$ cat src/rtl/iir_biquad_mc.sv
// rtl/iir_biquad_mc.sv - multi-channel time-multiplexed Direct Form I biquad IIR filter
//
// Purpose:
//   Filters NUM_CH offset-binary sample channels per frame with one shared
//   signed multiplier. Each channel runs five multiply-accumulate cycles
//   (b0*x, b1*x1, b2*x2, a1*y1, a2*y2) and one write-back cycle. The
//   coefficients are shared by all channels, and each channel keeps its own
//   history registers.
//
// Ports:
//   CLK         system clock, rising edge
//   RST         asynchronous active-high reset
//   EN          block enable; dropping it mid-frame aborts the frame
//   START_FLAG  frame strobe, rising edge starts a frame
//   DATA_IN     packed offset-binary samples, channel k at [k*BITWIDTH +: BITWIDTH]
//   DATA_OUT    packed offset-binary results, same packing
//   DATA_VALID  one-cycle pulse when a complete frame of results is available
//   BUSY        high while a frame is being processed
//   OVR         sticky flag: a start edge arrived while busy
//   COEFF_WE    coefficient write strobe (ignored while busy)
//   COEFF_ADDR  0=b0 1=b1 2=b2 3=a1 4=a2, 5..7 ignored
//   COEFF_DATA  signed coefficient value, COEFF_FRAC fractional bits
//
// Build option:
//   IIR_BIQUAD_SATURATE_EN - when defined, the result is clamped to the signed
//   sample range. When undefined, the result wraps (truncated to BITWIDTH bits).

module iir_biquad_mc #(
  parameter int BITWIDTH    = 16,
  parameter int NUM_CH      = 4,
  parameter int COEFF_WIDTH = 16,
  parameter int COEFF_FRAC  = 14
) (
  input  logic                         CLK,
  input  logic                         RST,
  input  logic                         EN,
  input  logic                         START_FLAG,
  input  logic [NUM_CH*BITWIDTH-1:0]   DATA_IN,
  output logic [NUM_CH*BITWIDTH-1:0]   DATA_OUT,
  output logic                         DATA_VALID,
  output logic                         BUSY,
  output logic                         OVR,
  input  logic                         COEFF_WE,
  input  logic [2:0]                   COEFF_ADDR,
  input  logic [COEFF_WIDTH-1:0]       COEFF_DATA
);

  localparam int PW  = BITWIDTH + COEFF_WIDTH;
  localparam int AW  = PW + 3;
  localparam int CHW = (NUM_CH > 1) ? $clog2(NUM_CH) : 1;

  localparam logic [CHW-1:0] LAST_CH = CHW'(NUM_CH - 1);

  localparam logic [2:0] S_IDLE = 3'd0;
  localparam logic [2:0] S_LOAD = 3'd1;
  localparam logic [2:0] S_MAC  = 3'd2;
  localparam logic [2:0] S_WB   = 3'd3;
  localparam logic [2:0] S_DONE = 3'd4;

  localparam logic [BITWIDTH-1:0] MIDSCALE = {1'b1, {(BITWIDTH-1){1'b0}}};
  localparam logic signed [COEFF_WIDTH-1:0] B0_UNITY =
    {{(COEFF_WIDTH-COEFF_FRAC-1){1'b0}}, 1'b1, {COEFF_FRAC{1'b0}}};
  localparam logic signed [AW-1:0] RND = {{(AW-1){1'b0}}, 1'b1} << (COEFF_FRAC - 1);

  logic [2:0]                     state;
  logic                           start_q;
  logic [CHW-1:0]                 ch;
  logic [2:0]                     tap;
  logic [NUM_CH*BITWIDTH-1:0]     frame;
  logic [NUM_CH*BITWIDTH-1:0]     dout;
  logic                           ovr;
  logic signed [AW-1:0]           acc;

  logic signed [COEFF_WIDTH-1:0]  b0, b1, b2, a1, a2;
  logic signed [BITWIDTH-1:0]     x1 [NUM_CH];
  logic signed [BITWIDTH-1:0]     x2 [NUM_CH];
  logic signed [BITWIDTH-1:0]     y1 [NUM_CH];
  logic signed [BITWIDTH-1:0]     y2 [NUM_CH];

  logic                           start_edge;
  logic                           go_load;
  logic                           busy;
  logic [BITWIDTH-1:0]            x_raw;
  logic signed [BITWIDTH-1:0]     x_cur;
  logic signed [COEFF_WIDTH-1:0]  coef_sel;
  logic signed [BITWIDTH-1:0]     op_sel;
  logic                           sub;
  logic signed [PW-1:0]           coef_ext;
  logic signed [PW-1:0]           op_ext;
  logic signed [PW-1:0]           prod;
  logic signed [AW-1:0]           prod_ext;
  logic signed [AW-1:0]           acc_rnd;
  logic signed [AW-1:0]           acc_shift;
  logic signed [BITWIDTH-1:0]     y_new;

  assign start_edge = START_FLAG & ~start_q;
  assign go_load    = start_edge & EN & (state == S_IDLE);
  assign busy       = (state == S_LOAD) || (state == S_MAC) || (state == S_WB);

  // Offset-binary to two's complement: flip the MSB.
  assign x_raw = frame[ch*BITWIDTH +: BITWIDTH];
  assign x_cur = {~x_raw[BITWIDTH-1], x_raw[BITWIDTH-2:0]};

  always_comb begin
    coef_sel = b0;
    op_sel   = x_cur;
    sub      = 1'b0;
    case (tap)
      3'd1: begin coef_sel = b1; op_sel = x1[ch]; end
      3'd2: begin coef_sel = b2; op_sel = x2[ch]; end
      3'd3: begin coef_sel = a1; op_sel = y1[ch]; sub = 1'b1; end
      3'd4: begin coef_sel = a2; op_sel = y2[ch]; sub = 1'b1; end
      default: begin end
    endcase
  end

  assign coef_ext = {{BITWIDTH{coef_sel[COEFF_WIDTH-1]}}, coef_sel};
  assign op_ext   = {{COEFF_WIDTH{op_sel[BITWIDTH-1]}}, op_sel};
  assign prod     = coef_ext * op_ext;
  assign prod_ext = {{3{prod[PW-1]}}, prod};

  // Round half up, then drop the fractional bits.
  assign acc_rnd   = acc + RND;
  assign acc_shift = acc_rnd >>> COEFF_FRAC;

`ifdef IIR_BIQUAD_SATURATE_EN
  localparam logic signed [AW-1:0] SAT_MAX = {{(AW-BITWIDTH+1){1'b0}}, {(BITWIDTH-1){1'b1}}};
  localparam logic signed [AW-1:0] SAT_MIN = {{(AW-BITWIDTH+1){1'b1}}, {(BITWIDTH-1){1'b0}}};

  always_comb begin
    y_new = acc_shift[BITWIDTH-1:0];
    if (acc_shift > SAT_MAX)
      y_new = SAT_MAX[BITWIDTH-1:0];
    else if (acc_shift < SAT_MIN)
      y_new = SAT_MIN[BITWIDTH-1:0];
  end
`else
  // Two's-complement wrap: the upper bits are simply discarded.
  logic unused_hi;
  assign y_new     = acc_shift[BITWIDTH-1:0];
  assign unused_hi = ^acc_shift[AW-1:BITWIDTH];
`endif

  always_ff @(posedge CLK or posedge RST) begin
    if (RST) begin
      state   <= S_IDLE;
      start_q <= 1'b0;
      ch      <= '0;
      tap     <= '0;
      acc     <= '0;
      frame   <= '0;
      dout    <= {NUM_CH{MIDSCALE}};
      ovr     <= 1'b0;
      b0      <= B0_UNITY;
      b1      <= '0;
      b2      <= '0;
      a1      <= '0;
      a2      <= '0;
      for (int k = 0; k < NUM_CH; k++) begin
        x1[k] <= '0;
        x2[k] <= '0;
        y1[k] <= '0;
        y2[k] <= '0;
      end
    end else begin
      start_q <= START_FLAG;

      if (start_edge && busy)
        ovr <= 1'b1;

      // Coefficients stay frozen from the accepting edge to the end of the frame.
      if (COEFF_WE && !busy && !go_load) begin
        case (COEFF_ADDR)
          3'd0: b0 <= $signed(COEFF_DATA);
          3'd1: b1 <= $signed(COEFF_DATA);
          3'd2: b2 <= $signed(COEFF_DATA);
          3'd3: a1 <= $signed(COEFF_DATA);
          3'd4: a2 <= $signed(COEFF_DATA);
          default: begin end
        endcase
      end

      if (!EN && busy) begin
        // Abort: channels already written back keep their new history.
        state <= S_IDLE;
        tap   <= '0;
        acc   <= '0;
      end else begin
        case (state)
          S_IDLE: begin
            if (go_load)
              state <= S_LOAD;
          end
          S_LOAD: begin
            frame <= DATA_IN;
            ch    <= '0;
            tap   <= '0;
            acc   <= '0;
            state <= S_MAC;
          end
          S_MAC: begin
            acc <= sub ? (acc - prod_ext) : (acc + prod_ext);
            if (tap == 3'd4) begin
              tap   <= '0;
              state <= S_WB;
            end else begin
              tap <= tap + 3'd1;
            end
          end
          S_WB: begin
            x2[ch] <= x1[ch];
            x1[ch] <= x_cur;
            y2[ch] <= y1[ch];
            y1[ch] <= y_new;
            dout[ch*BITWIDTH +: BITWIDTH] <= {~y_new[BITWIDTH-1], y_new[BITWIDTH-2:0]};
            acc <= '0;
            if (ch == LAST_CH) begin
              state <= S_DONE;
            end else begin
              ch    <= ch + CHW'(1);
              state <= S_MAC;
            end
          end
          S_DONE: begin
            state <= S_IDLE;
          end
          default: begin
            state <= S_IDLE;
          end
        endcase
      end
    end
  end

  assign DATA_OUT   = dout;
  assign DATA_VALID = (state == S_DONE);
  assign BUSY       = busy;
  assign OVR        = ovr;

endmodule
$ cat config.mk
export PLATFORM = sky130hd
export DESIGN_NAME = iir_biquad_mc
export DESIGN_NICKNAME = d
export VERILOG_FILES = /design/src/rtl/iir_biquad_mc.sv
export SDC_FILE = /design/constraint.sdc
export NUM_CORES = 2
export LEC_CHECK = 0
export CAP_MARGIN = 20
export CORE_MARGIN = 1
export CORE_UTILIZATION = 50
export CTS_CLUSTER_DIAMETER = 80
export CTS_CLUSTER_SIZE = 28
export DETAILED_ROUTE_END_ITERATION = 12
export MAX_ROUTING_LAYER = met4
export PLACE_DENSITY = 0.68
export SETUP_SLACK_MARGIN = 0.15
export SYNTH_ARGS = -nofsm -noshare
export SYNTH_HDL_FRONTEND = slang
export SYNTH_SLANG_ARGS = --single-unit
$ cat constraint.sdc
create_clock -name CLK -period 31.5 [get_ports CLK]
set_clock_uncertainty 0.05 [all_clocks]
set_input_delay 4.725 -clock CLK [delete_from_list [all_inputs] [get_ports CLK]]
set_output_delay 4.725 -clock CLK [all_outputs]
set_load 0.01 [all_outputs]
==> results.md <==
* Status: finished, violations left
* Violations in the final reports: DRC
* Fmax at 0.08592 GHz
* Count of endpoints failing hold in the final timing report at 0
* Syn_nets at 3489
* Routed length per instance at 21.42 µm
* Vias in the first global route at 24600
* Antenna violations before repair at 3
* Clock Tree Buf Depth at 3
* Starting DRT DRC Count at 1736
* Die extent in y at 260.5 µm
* Part of the cycle the worst path needs at 36.95%
* Post-synthesis async set-or-reset flop share at 100.0%
* Area of the placeable core at 0.06598 mm²
* Routed via count at 23250
* Final setup slack of the worst path at 19.86 ns
* DR vias/cell at 5.811
* Sum of negative setup slack at 0 ns
* DIE AREA at 0.06785 mm²
* Mean instance size in the synthesized netlist at 11.02 µm²
* TritonRoute pass-1 iters at 12
* Placer Congestion at 0.9793
* Number of DRC violations after detailed routing at 4
* Endpoint kind of the worst setup timing path: flip-flop
* Final Routed Wirelength at 85690 µm
* Kind of launch point of the worst setup path: flip-flop
* Filler Cell Count at 5519
* Total setup violations reported at the end of the flow at 0
* CTS clock-pin slew for the worst setup and hold paths at 0.11 ns
* Worst min-delay path class: reg2reg
* Sink count of the clock tree at 504
* Residual antenna-violating net count after detailed routing at 0
* Final cell count without fillers at 4001
* Synth area leaders: sky130_fd_sc_hd__dfrtp_1 (37%), sky130_fd_sc_hd__fa_1 (15%), sky130_fd_sc_hd__mux2_2 (11%)
* Count of hold buffers inserted by post-cts repair at 0
* Required time at the endpoint of the critical path at 31.94 ns
* Clock insertion delay at the later pin of the skew report at 0.64 ns
* Leftover overflow at the end of global routing at 0
* Number of storage elements in the synthesis netlist at 504
* First-pass GRT wire length at 139300 µm
* Setup repair after global routing missed its margin: false
* Initial standard-cell utilization of the core at 50.63%
* Number of top-level design ports at 155
* Final-layout worst hold slack at 0.4358 ns
* Unique masters post-synth at 86
* Placement Setup Slack at 20.08 ns
* Flip-flop cell with the highest count after synthesis: sky130_fd_sc_hd__dfrtp_1
* Crit path largest cell delay at 0.93 ns
* Count of buffers added by post-CTS timing repair for setup at 0
* Arrival time at the worst endpoint at 12.08 ns
* H-tree levels at 1
* Maximum capacitance violations at 0
* Total standard cell area after synthesis at 0.03341 mm²
* Most frequent standard cell in the layout excluding fill and tap cells: sky130_fd_sc_hd__dfrtp_1
* Most used cell along the critical path: sky130_fd_sc_hd__fa_1
* Die Wd at 260.5 µm
* Type of the worst setup path: reg2reg
* Count of warnings emitted by yosys at 0
* Std cell rows at 94
* Number of cells in the design after placement at 3943
* Largest fanout of any net on the critical path at 48
* Pin count of the biggest net entering global routing at 135
* All-layer global routing usage at 27.09%
* Inserted Clock Buffers at 27
* Gate count after technology mapping at 3032
* Share of synthesized area occupied by flip-flops and latches at 37.77%
* Net count reported at finish at 3571
* Number of buffer cells added on primary ports at 154
* Worst Tran Pin Value at 1.191 ns
* Yosys top cell by area: sky130_fd_sc_hd__dfrtp_1
* Area Growth Syn to Fin at 10.58%
* Yosys top cell area share at 37.38%
* Detailed placement HPWL at 62460 µm
* Root Buffer Master: sky130_fd_sc_hd__clkbuf_16
* TritonCTS clock tree: built
* Number of cells upsized or downsized after cts at 0
* EDFF count, synth at 0
* Min cycle time layout at 11.64 ns
* Worst max-slew margin expressed relative to the limit at 18.31%
* Layout cells sized above 1 at 18.09%
* Slowest library cell on the worst path: sky130_fd_sc_hd__dfrtp_4
* Most frequent cells in the layout: sky130_fd_sc_hd__dfrtp_1 (497), sky130_fd_sc_hd__inv_1 (344), sky130_fd_sc_hd__mux2_2 (327)
* Final Max Tran Viols at 0
[Yosys cell counts (all sizes together), types with 4 or more instances]
cell,number
inv,346
nor2b,12
xnor2,54
a21o,21
nand4,4
o21ai,209
xor2,49
o31ai,7
dfstp,5
a211oi,6
ha,120
a31o,16
o21bai,4
nand2,307
a21oi,51
and2,7
mux2,328
or2,23
nand3,32
nand2b,23
a32o,5
o21a,12
mux4,78
a22oi,61
and3,13
clkbuf,113
mux2i,11
o211ai,6
nor2,211
or3,13
a31oi,31
a22o,4
o22ai,5
dfrtp,499
fa,249
nor3,12
buf,31
[state kept, by name, summed over array words and instances, names as in the netlist]
register / cells
a2: 16
y1: 64
state: 3
frame: 64
b0: 16
OVR: 1
start_q: 1
a1: 16
tap: 3
acc: 30
ch: 2
x1: 64
x2: 64
DATA_OUT: 64
b1: 16
y2: 64
b2: 16
[final timing paths]
kind / cells after the start / start / slack [ns] / to
setup / recovery: 35 / ch[1] / 19.86 / acc[29]
hold / removal: 2 / y1[21] / 0.44 / y1[21]
setup reg to reg: 35 / ch[1] / 19.86 / acc[29]
hold reg to reg: 2 / y1[21] / 0.44 / y1[21]
max in group asynchronous: 4 / RST / 25.45 / acc[0]
min in group asynchronous: 2 / RST / 4.68 / a2[1]
[layer usage]
metal  track usage [%]  share of wire, %  vias up
li1                  -                 -    10370
met1             36.05                43    12030
met2             43.34                48      712
met3             4.332               6.1      142
met4             7.115               3.0        0
met5                 -                 0        -
[worst max-delay path: cells and delay by family, from the launching register on]
family / cells / cell delay, ns
compound gates: 8 / 2.31
xor+xnor: 3 / 0.81
fa+ha+maj: 8 / 3.85
buf+inv: 5 / 0.88
flops: 1 / 0.93
mux: 1 / 0.51
simple gates: 10 / 2.03
[through the flow]
stage / area [µm²] / utilization, %
6_report: 36940 / 55.99
5_1_grt: 36940 / 55.99
4_1_cts: 36820 / 55.80
3_5_place_dp: 35830 / 54.30
3_3_place_gp: 35820 / 54.29
2_1_floorplan: 33410 / -
[cells by family (layout without fill, tap and decap cells)]
| group | Yosys count | in the layout | share of synthesized area [%] |
|---|---|---|---|
| other | 0 | 3 | 0 |
| multiplexers | 417 | 417 | 16.64 |
| buffers and inverters | 491 | 593 | 5.618 |
| AO/OA/AOI/OAI | 470 | 470 | 8.914 |
| XOR/XNOR | 104 | 104 | 2.846 |
| adder cells (fa/ha/maj) | 369 | 369 | 19.42 |
| AND/OR/NAND/NOR | 677 | 677 | 8.790 |
| flip-flops | 504 | 504 | 37.77 |
[cell type report]
type / count / area, µm² / share of cell area [%]
repair buffers: 197 / 1949 / 5.277
diodes: 3 / 7.507 / 0.02032
multi-input cells: 2037 / 18980 / 51.38
well taps: 864 / 1081 / 2.926
clock inverters: 17 / 284.0 / 0.7688
clock buffers: 32 / 704.4 / 1.907
flip-flops and latches: 504 / 12630 / 34.18
inverters: 347 / 1310 / 3.546
Power is not shown: default switching activity piles up to over one toggle a cycle in this logic, so the estimate is an artifact.
